### src/rtl/vend_dispense_ctrl.sv
// -----------------------------------------------------------------------------
// vend_dispense_ctrl
//
// Consumer of the vending FSM's sale-result interface. Each rising edge of
// vend_vld is one completed sale; it is queued (with its change-owed bit) and
// later serviced as one product-motor run, optionally followed by a gap and a
// single change-coin hopper pulse.
//
// Handshake: vend_vld is a level, not a valid/ready pair. An order is taken
// on the first cycle vend_vld is seen high (vend_vld & ~vld_d); there is no
// back-pressure. If the queue is full and nothing pops that cycle, the order
// is lost and ovf is set.
//
// Optional feature: define DROP_SENSE_EN to end the motor run on drop_det
// (with a TMO_CYC-cycle timeout that sets fault and skips the hopper).
// Without it the motor runs a fixed MOTOR_CYC cycles, drop_det is ignored
// and fault is tied low.
//
// Ports:
//   clk, rst_n   clock, asynchronous active-low reset
//   vend_vld     sale valid level
//   vend_chg     change-owed flag, sampled with the vend_vld rise
//   drop_det     product drop sensor (DROP_SENSE_EN only)
//   err_clr      synchronous clear of ovf/fault (a same-cycle set wins)
//   motor_on     product motor drive
//   coin_out     hopper drive, one coin per pulse
//   vend_done    one-cycle pulse per completed order
//   busy         order in service or queued
//   pend_cnt     queued orders, excluding the one in service
//   ovf          sticky: order lost to a full queue
//   fault        sticky: drop-sensor timeout
//   dbg_state    current FSM state encoding
// -----------------------------------------------------------------------------
module vend_dispense_ctrl #(
    parameter int DEPTH     = 4,
    parameter int MOTOR_CYC = 8,
    parameter int GAP_CYC   = 2,
    parameter int HOP_CYC   = 4,
    parameter int TMO_CYC   = 32
) (
    input  logic                     clk,
    input  logic                     rst_n,
    input  logic                     vend_vld,
    input  logic                     vend_chg,
    input  logic                     drop_det,
    input  logic                     err_clr,
    output logic                     motor_on,
    output logic                     coin_out,
    output logic                     vend_done,
    output logic                     busy,
    output logic [$clog2(DEPTH):0]   pend_cnt,
    output logic                     ovf,
    output logic                     fault,
    output logic [2:0]               dbg_state
);

    localparam int AW    = $clog2(DEPTH);
    localparam int CNTW  = AW + 1;
    localparam int MAX_A = (MOTOR_CYC > GAP_CYC) ? MOTOR_CYC : GAP_CYC;
    localparam int MAX_B = (HOP_CYC > TMO_CYC) ? HOP_CYC : TMO_CYC;
    localparam int MAXC  = (MAX_A > MAX_B) ? MAX_A : MAX_B;
    localparam int CW    = $clog2(MAXC + 1);

`ifdef DROP_SENSE_EN
    localparam logic [CW-1:0] MOTOR_LOAD = CW'(TMO_CYC - 1);
`else
    localparam logic [CW-1:0] MOTOR_LOAD = CW'(MOTOR_CYC - 1);
`endif
    localparam logic [CW-1:0] GAP_LOAD = CW'(GAP_CYC - 1);
    localparam logic [CW-1:0] HOP_LOAD = CW'(HOP_CYC - 1);

    typedef enum logic [2:0] {
        S_IDLE   = 3'd0,
        S_MOTOR  = 3'd1,
        S_GAP    = 3'd2,
        S_HOPPER = 3'd3,
        S_DONE   = 3'd4
    } state_t;

    state_t            state, state_nxt;
    logic [CW-1:0]     ctr, ctr_nxt;
    logic              chg_r, chg_nxt;
    logic              vld_d;

    logic [DEPTH-1:0]  mem;
    logic [AW-1:0]     wr_ptr, rd_ptr;
    logic [CNTW-1:0]   cnt;

    logic              order, full, pop, push, lost;

    // ---------------- order detect and queue ----------------
    assign order = vend_vld & ~vld_d;
    assign full  = (cnt == CNTW'(DEPTH));
    assign pop   = (state == S_IDLE) && (cnt != '0);
    // A pop in the same cycle frees a slot, so a full queue can still accept.
    assign push  = order & (~full | pop);
    assign lost  = order & full & ~pop;

    always_ff @(posedge clk or negedge rst_n) begin
        if (!rst_n) begin
            vld_d  <= 1'b0;
            mem    <= '0;
            wr_ptr <= '0;
            rd_ptr <= '0;
            cnt    <= '0;
            ovf    <= 1'b0;
        end else begin
            vld_d <= vend_vld;
            if (push) begin
                mem[wr_ptr] <= vend_chg;
                wr_ptr      <= wr_ptr + AW'(1);
            end
            if (pop) begin
                rd_ptr <= rd_ptr + AW'(1);
            end
            if (push && !pop) begin
                cnt <= cnt + CNTW'(1);
            end else if (pop && !push) begin
                cnt <= cnt - CNTW'(1);
            end
            ovf <= (ovf & ~err_clr) | lost;
        end
    end

    // ---------------- dispense FSM ----------------
`ifdef DROP_SENSE_EN
    logic fault_set;
`else
    logic drop_unused;
    assign drop_unused = drop_det;
`endif

    always_comb begin
        state_nxt = state;
        ctr_nxt   = ctr;
        chg_nxt   = chg_r;
`ifdef DROP_SENSE_EN
        fault_set = 1'b0;
`endif
        case (state)
            S_IDLE: begin
                if (cnt != '0) begin
                    state_nxt = S_MOTOR;
                    chg_nxt   = mem[rd_ptr];
                    ctr_nxt   = MOTOR_LOAD;
                end
            end
            S_MOTOR: begin
`ifdef DROP_SENSE_EN
                // Drop is checked before the timeout, so a drop on the last
                // allowed cycle still counts as a good vend.
                if (drop_det) begin
                    state_nxt = chg_r ? S_GAP : S_DONE;
                    ctr_nxt   = GAP_LOAD;
                end else if (ctr == '0) begin
                    fault_set = 1'b1;
                    state_nxt = S_DONE;
                end else begin
                    ctr_nxt = ctr - CW'(1);
                end
`else
                if (ctr == '0) begin
                    state_nxt = chg_r ? S_GAP : S_DONE;
                    ctr_nxt   = GAP_LOAD;
                end else begin
                    ctr_nxt = ctr - CW'(1);
                end
`endif
            end
            S_GAP: begin
                if (ctr == '0) begin
                    state_nxt = S_HOPPER;
                    ctr_nxt   = HOP_LOAD;
                end else begin
                    ctr_nxt = ctr - CW'(1);
                end
            end
            S_HOPPER: begin
                if (ctr == '0) begin
                    state_nxt = S_DONE;
                end else begin
                    ctr_nxt = ctr - CW'(1);
                end
            end
            S_DONE: begin
                state_nxt = S_IDLE;
            end
            default: begin
                state_nxt = S_IDLE;
            end
        endcase
    end

    // Drives are registered from the next state so they line up exactly with
    // the state they belong to and never glitch.
    always_ff @(posedge clk or negedge rst_n) begin
        if (!rst_n) begin
            state     <= S_IDLE;
            ctr       <= '0;
            chg_r     <= 1'b0;
            motor_on  <= 1'b0;
            coin_out  <= 1'b0;
            vend_done <= 1'b0;
        end else begin
            state     <= state_nxt;
            ctr       <= ctr_nxt;
            chg_r     <= chg_nxt;
            motor_on  <= (state_nxt == S_MOTOR);
            coin_out  <= (state_nxt == S_HOPPER);
            vend_done <= (state_nxt == S_DONE);
        end
    end

`ifdef DROP_SENSE_EN
    always_ff @(posedge clk or negedge rst_n) begin
        if (!rst_n) begin
            fault <= 1'b0;
        end else begin
            fault <= (fault & ~err_clr) | fault_set;
        end
    end
`else
    assign fault = 1'b0;
`endif

    assign busy      = (state != S_IDLE) | (cnt != '0);
    assign pend_cnt  = cnt;
    assign dbg_state = state;

endmodule

### config.mk
export PLATFORM = sky130hd
export DESIGN_NAME = vend_dispense_ctrl
export DESIGN_NICKNAME = d
export VERILOG_FILES = /design/src/rtl/vend_dispense_ctrl.sv
export SDC_FILE = /design/constraint.sdc
export NUM_CORES = 1
export LEC_CHECK = 0
export BUFFER_PORTS_ARGS = -buffer_cell sky130_fd_sc_hd__buf_4
export CORE_UTILIZATION = 40
export DETAILED_ROUTE_END_ITERATION = 8
export MAX_ROUTING_LAYER = met4
export SLEW_MARGIN = 20
export SYNTH_ARGS = -nofsm -noshare
export SYNTH_HDL_FRONTEND = slang
export SYNTH_SLANG_ARGS = --single-unit
export TNS_END_PERCENT = 5
### constraint.sdc
create_clock -name clk -period 4.6 [get_ports clk]
set_input_delay 0.23 -clock clk [delete_from_list [all_inputs] [get_ports clk]]
set_output_delay 0.23 -clock clk [all_outputs]
set_load 0.02 [all_outputs]
==> reports/metrics.yaml, run 1 <==
run_status:
  status: "finished clean"
floorplan:
  dieArea_mm2: 0.00370
  dieWidth_um: 60.8
  rows: 20
  design.core.area_mm2: 0.00315
  dieHeight_um: 60.8
  initial_core_util: 0.438
  boundaryPins: 18
yosys:
  syn-cell-area_mm2: 0.00138
  yosysUniqueCellTypes: 41
  synth_area_per_cell_um2: 10.5
  synth-main-ff-cell: "dfrtp_1"
  synth_seq_cells: 26
  synth_cells: 132
  syn_nets: 145
  synth_warnings: 0
  synth_edf_count: 0
  yosysSeqAreaShare: 0.471
  async_flop_share: 1.00
clock_tree:
  clk_latency_ns: 0.32
  cts_made_buffers: 3
  ctsLongestPathBuffers: 2
  cts_sinks: 26
  clk_pin_slew_worst_paths_ns: 0.14
  tritoncts: "yes"
  ctsHtreeMaxLevel: 1
  cts-root-buf: "clkbuf_4"
finish:
  drive_gt1_frac: 0.182
  num_antenna_cells: 0
  area_delta_synth_final_pct: 15.7
  fin_nets: 162
pwr:
  comb_power_share: 0.423
  p_clk_frac: 0.153
  leakagePower_nw: 0.711
  power.density_mw_per_mm2: 634
  power_w: 0.00102
  seqPwrFrac: 0.424
  ir_drop_uv: 315
  swShare: 0.388
  switchingPower_w: 0.000394
  p_int_w: 0.000621
sta:
  max_clock_freq_mhz: 402
  rsz0062_at_grt: "false"
  period_share: 0.541
  hold_violations: 0
  hold-worst-slack_ns: 0.0666
  fin_ws_ns: 2.11
  setup_viol: 0
  skew_ns: 0.00110
  layout_min_cycle_time_ns: 2.49
  finalSetupTns_ns: 0
  finalMaxSlewViolations: 0
global_route:
  antenna_found_initial: 0
  grt_max_degree: 27
  grt_pass1_wl_um: 4260
  grt_usage: 0.164
  grt_pass1_vias: 931
  grt.overflow.total: 0
job:
  max-cap-violations: 0
detailed_routing:
  drt_iter0_markers: 40
  vias_per_cell: 5.21
  via_count: 1000
  antenna_left: 0
  drcViolationCount: 0
  wl_per_cell_um: 13.2
  firstDrtPassIters: 4
  routed_wl_um: 2530
placement:
  dp_slack_ns: 2.15
  place.gp.congestion: 0.833
  dp_hpwl_um: 1880
  io_buffers: 15
worst_setup_path:
  cp-startpoint: "dbg_state[1]"
  start_kind: "flop"
  crit_type: "flop to flop"
  rrSetupSlack_ns: 2.11
  cp.required_ns: 4.86
  cp_max_fo: 16
  crit_end: "pend_cnt[2]"
  critical_path_arrival_ns: 2.75
  rr_startpoint: "dbg_state[1]"
  end_kind: "flop"
  r2r-end: "pend_cnt[2]"
  reg2reg_depth: 8
hold_path:
  hold_path_class: "input pin to flop"
## per-layer routing
metal | up-vias | part of all wire | global-route usage
met5 | - | 0 | -
met4 | 0 | 0.0055 | 0.0292
met3 | 2 | 0.057 | 0.0448
met2 | 33 | 0.47 | 0.253
met1 | 474 | 0.47 | 0.219
li1 | 491 | - | -
## per-stage QoR
step / util / area (um^2) / cells
floorplan: - / 1380 / 132
global placement: 0.485 / 1530 / 186
detailed placement: 0.485 / 1530 / 186
CTS: 0.504 / 1590 / 191
global route: 0.508 / 1600 / 192
finish: 0.508 / 1600 / 192
## repair_timing
item / CTS / global route
hold buffers: 1 / 1
resized for setup: 0 / 0
buffers inserted: 0 / 0
setup endpoints to repair: 0 / 0
hold endpoints to repair: 26 / 1
## registers in the layout (all words and copies together) (netlist names)
signal     flops
rd_ptr         2
motor_on       1
vend_done      1
mem            4
wr_ptr         2
dbg_state      3
chg_r          1
vld_d          1
ovf            1
coin_out       1
ctr            6
pend_cnt       3
## cell families after synthesis
kind of cell / synth area share
compound gates: 0.146
xor+xnor: 0.0443
fa+ha+maj: 0.0688
buf+inv: 0.0407
flops: 0.471
mux: 0.0652
other cells: 0.00271
simple gates: 0.162
## cells in the final DEF (no fill, tap or decap), types with 5 or more instances in the layout
| master | netlist | routed |
|---|---|---|
| o21ai_0 | 5 | 5 |
| dfrtp_1 | 26 | 26 |
| nor2_1 | 6 | 6 |
| ha_1 | 6 | 6 |
| inv_1 | 9 | 9 |
| buf_4 | 1 | 15 |
| a21oi_1 | 5 | 5 |
| xnor2_1 | 5 | 5 |
| nand2_1 | 13 | 13 |
## worst max-delay path, stage by stage (launching register included)
cell,delay [ns]
dfrtp_1,0.58
or3_4,0.47
a31oi_4,0.29
ha_1,0.24
inv_1,0.06
fa_1,0.38
xor2_1,0.15
nor2_1,0.11
xor2_1,0.14
## power groups by stage
| stage | Clock, W | Combinational, W | Sequential [W] |
|---|---|---|---|
| 2_1_floorplan | 0 | 0.000305 | 0.000429 |
| 3_3_place_gp | 0 | 0.000418 | 0.000425 |
| 3_5_place_dp | 0 | 0.000432 | 0.000435 |
| 4_1_cts | 0.000160 | 0.000434 | 0.000431 |
| 5_1_grt | 0.000168 | 0.000487 | 0.000446 |
| 6_report | 0.000156 | 0.000429 | 0.000431 |
## how the worst min path moves through the flow
stage / end / cells past startpoint / slack, ns / from
3_3_place_gp: ctr[2] / 1 / 0.15 / rst_n
4_1_cts: vld_d / 1 / 0.006 / vend_vld
5_1_grt: ovf / 2 / 0.05 / err_clr
2_1_floorplan: chg_r / 0 / -0.07 / rst_n
6_report: ovf / 2 / 0.07 / err_clr
3_5_place_dp: ctr[5] / 1 / 0.16 / rst_n
## synthesized netlist by cell type, types with 2 or more instances
master     n  share of area
nor2b_1    2         0.0090
a21oi_1    5          0.018
and2_1     2         0.0090
ha_1       6          0.054
dfrtp_1   26           0.47
inv_1      9          0.024
xnor2_1    5          0.032
nor2_1     6          0.016
mux2_2     2          0.016
o22ai_1    4          0.018
nand2b_1   3          0.014
mux2_1     4          0.033
nand3_1    4          0.014
clkbuf_1   4          0.011
o31ai_1    2          0.011
nand2_1   13          0.035
xor2_1     2          0.013
a21o_1     2          0.011
or3_1      2         0.0090
o21ai_0    5          0.018
nor3_1     4          0.014
## cell type report
| class | instances | area [um^2] |
|---|---|---|
| clock inverters | 1 | 30.0 |
| flip-flops and latches | 26 | 651 |
| multi-input cells | 92 | 676 |
| repair buffers | 17 | 133 |
| fillers | 300 | 1550 |
| clock buffers | 3 | 22.5 |
| inverters | 9 | 33.8 |
| well taps | 44 | 55.1 |
No activity file was read; power rests on OpenSTA's default activity.
==> inputs of run 2 (changes only) <==
Clock period 4.6 ns to 2.4 ns, I/O delays scaled along.
==> run 2 against run 1 <==
  * Total power rose by 89%
  * Design area up 2.9%
  * Setup slack worse by 1.9 ns
  * Clock power is 37% higher
  * Sequential cell count unchanged
  * Non-clock buffer count is 8 higher
  * Sequential power up 75%
  * Register-to-register slack worse by 1.9 ns
  * Critical path type unchanged
==> reports/metrics.yaml, run 2 (synthesized netlist as in run 1, its figures left out) <==
global_route:
  antenna_found_initial: 0  # unchanged
  grt_usage: 0.162  # was 0.164
  grt.overflow.total: 0  # unchanged
  grt_pass1_vias: 980  # was 931
  grt_pass1_wl_um: 4330  # was 4260 um
  grt_max_degree: 27  # unchanged
pwr:
  power_w: 0.00192  # was 0.00102 W
  ir_drop_uv: 663  # was 315 uV
  power.density_mw_per_mm2: 1160  # was 634 mW/mm^2
  leakagePower_nw: 0.743  # was 0.711 nW
worst_setup_path:
  end_kind: "flop"  # unchanged
  cp_max_fo: 6  # was 16
  cp.required_ns: 2.65  # was 4.86 ns
  crit_type: "flop to flop"  # unchanged
  critical_path_arrival_ns: 2.44  # was 2.75 ns
  start_kind: "flop"  # unchanged
  reg2reg_depth: 8  # unchanged
sta:
  layout_min_cycle_time_ns: 2.19  # was 2.49 ns
  hold-worst-slack_ns: 0.0352  # was 0.0666 ns
  finalMaxSlewViolations: 0  # unchanged
  max_clock_freq_mhz: 456  # was 402 MHz
  rsz0062_at_grt: "false"  # unchanged
  period_share: 0.914  # was 0.541
  finalSetupTns_ns: 0  # unchanged
  setup_viol: 0  # unchanged
  hold_violations: 0  # unchanged
  skew_ns: 0.00219  # was 0.00110 ns
floorplan:
  dieWidth_um: 60.8  # unchanged
  dieHeight_um: 60.8  # unchanged
  rows: 20  # unchanged
  initial_core_util: 0.438  # unchanged
  boundaryPins: 18  # unchanged
  dieArea_mm2: 0.00370  # unchanged
  design.core.area_mm2: 0.00315  # unchanged
finish:
  multi_input_area_um2: 676  # unchanged
  area_delta_synth_final_pct: 19.1  # was 15.7%
  largestRegisters: "ctr (6), mem (4)"  # unchanged
  nFillCells: 312  # was 300
  num_antenna_cells: 0  # unchanged
  layout_commonest_cell: "dfrtp_1"  # unchanged
  fin_nets: 170  # was 162
  fin_cells: 200  # was 192
  top_register: "ctr"  # unchanged
  largest_reg_flops: 6  # unchanged
  final_cell_mix: "26 x dfrtp_1, 22 x buf_4, 13 x nand2_1, 9 x inv_1"  # was 26 x dfrtp_1, 15 x buf_4, 13 x nand2_1, 9 x inv_1
  final-seq-area_um2: 651  # unchanged
  drive_gt1_frac: 0.218  # was 0.182
clock_tree:
  hold_buffers: 3  # was 1
  ctsHtreeMaxLevel: 1  # unchanged
  cts_setup_buffers: 0  # unchanged
  ctsLongestPathBuffers: 2  # unchanged
  cts_made_buffers: 3  # unchanged
  clk_pin_slew_worst_paths_ns: 0.13  # was 0.14 ns
  cts_sinks: 26  # unchanged
  tritoncts: "yes"  # unchanged
  cts-root-buf: "clkbuf_4"  # unchanged
  clk_latency_ns: 0.31  # was 0.32 ns
  ctsResizeCount: 0  # unchanged
detailed_routing:
  antenna_left: 0  # unchanged
  firstDrtPassIters: 4  # unchanged
  vias_per_cell: 5.08  # was 5.21
  drcViolationCount: 0  # unchanged
  drt_iter0_markers: 21  # was 40
  wl_per_cell_um: 12.5  # was 13.2 um
  routed_wl_um: 2490  # was 2530 um
  via_count: 1016  # was 1000
placement:
  dp_hpwl_um: 1910  # was 1880 um
  io_buffers: 15  # unchanged
  placed_cells: 193  # was 186
  place.gp.congestion: 0.814  # was 0.833
run_status:
  status: "finished clean"  # unchanged
job:
  max-cap-violations: 0  # unchanged
hold_path:
  holdPathStages: 2  # unchanged
  hold_path_class: "input pin to flop"  # unchanged
-- run 2: cell types whose count changed in the layout (fill, tap and decap cells not counted), sizes merged --
cell         delta
clkbuf          +1
bufinv          -1
dlygate4sd3     +1
buf             +7
-- run 2: per-stage QoR --
step | area [um^2] | utilization | worst slack [ns]
after floorplan | 1380 | - | 0.147
after global placement | 1580 | 0.501 | 0.261
after detailed placement | 1580 | 0.501 | 0.205
after CTS | 1650 | 0.522 | 0.174
after global routing | 1650 | 0.522 | 0.103
final | 1650 | 0.522 | 0.205
-- run 2: area by class of cell --
cell class              count  share of cell area
repair buffers             25               0.119
clock buffers               4              0.0220
flip-flops and latches     26               0.395
inverters                   9              0.0205
well taps                  44              0.0334
multi-input cells          92               0.410
-- run 2: worst paths after layout --
check	to	startpoint	slack (ns)
worst min register to register	mem[2]	mem[2]	0.51
max in group asynchronous	mem[2]	rst_n	1.92
worst max register to register	pend_cnt[2]	pend_cnt[1]	0.21
worst min-delay path	mem[2]	vend_chg	0.04
worst max-delay path	pend_cnt[2]	pend_cnt[1]	0.21
min in group asynchronous	coin_out	rst_n	0.23
-- run 2: worst max-delay path, cell delays in order (launching register included) --
cell	delay (ns)
dfrtp_1	0.46
or3_1	0.46
nand2_1	0.17
ha_1	0.20
inv_1	0.06
fa_1	0.38
xor2_1	0.15
nor2_1	0.11
xor2_1	0.15
-- run 2: layer usage --
layer | part of all wire | up-vias | GRT usage
met3 | 0.043 | 2 | 0.0384
li1 | - | 507 | -
met2 | 0.49 | 23 | 0.272
met4 | 0.0048 | 0 | 0.0292
met1 | 0.46 | 484 | 0.200
met5 | 0 | - | -
-- run 2: where the power goes --
group          internal (W)  leakage (nW)  switching, W
registers          0.000614         0.317      0.000141
clock network     0.0000926        0.0210      0.000121
logic              0.000460         0.405      0.000488
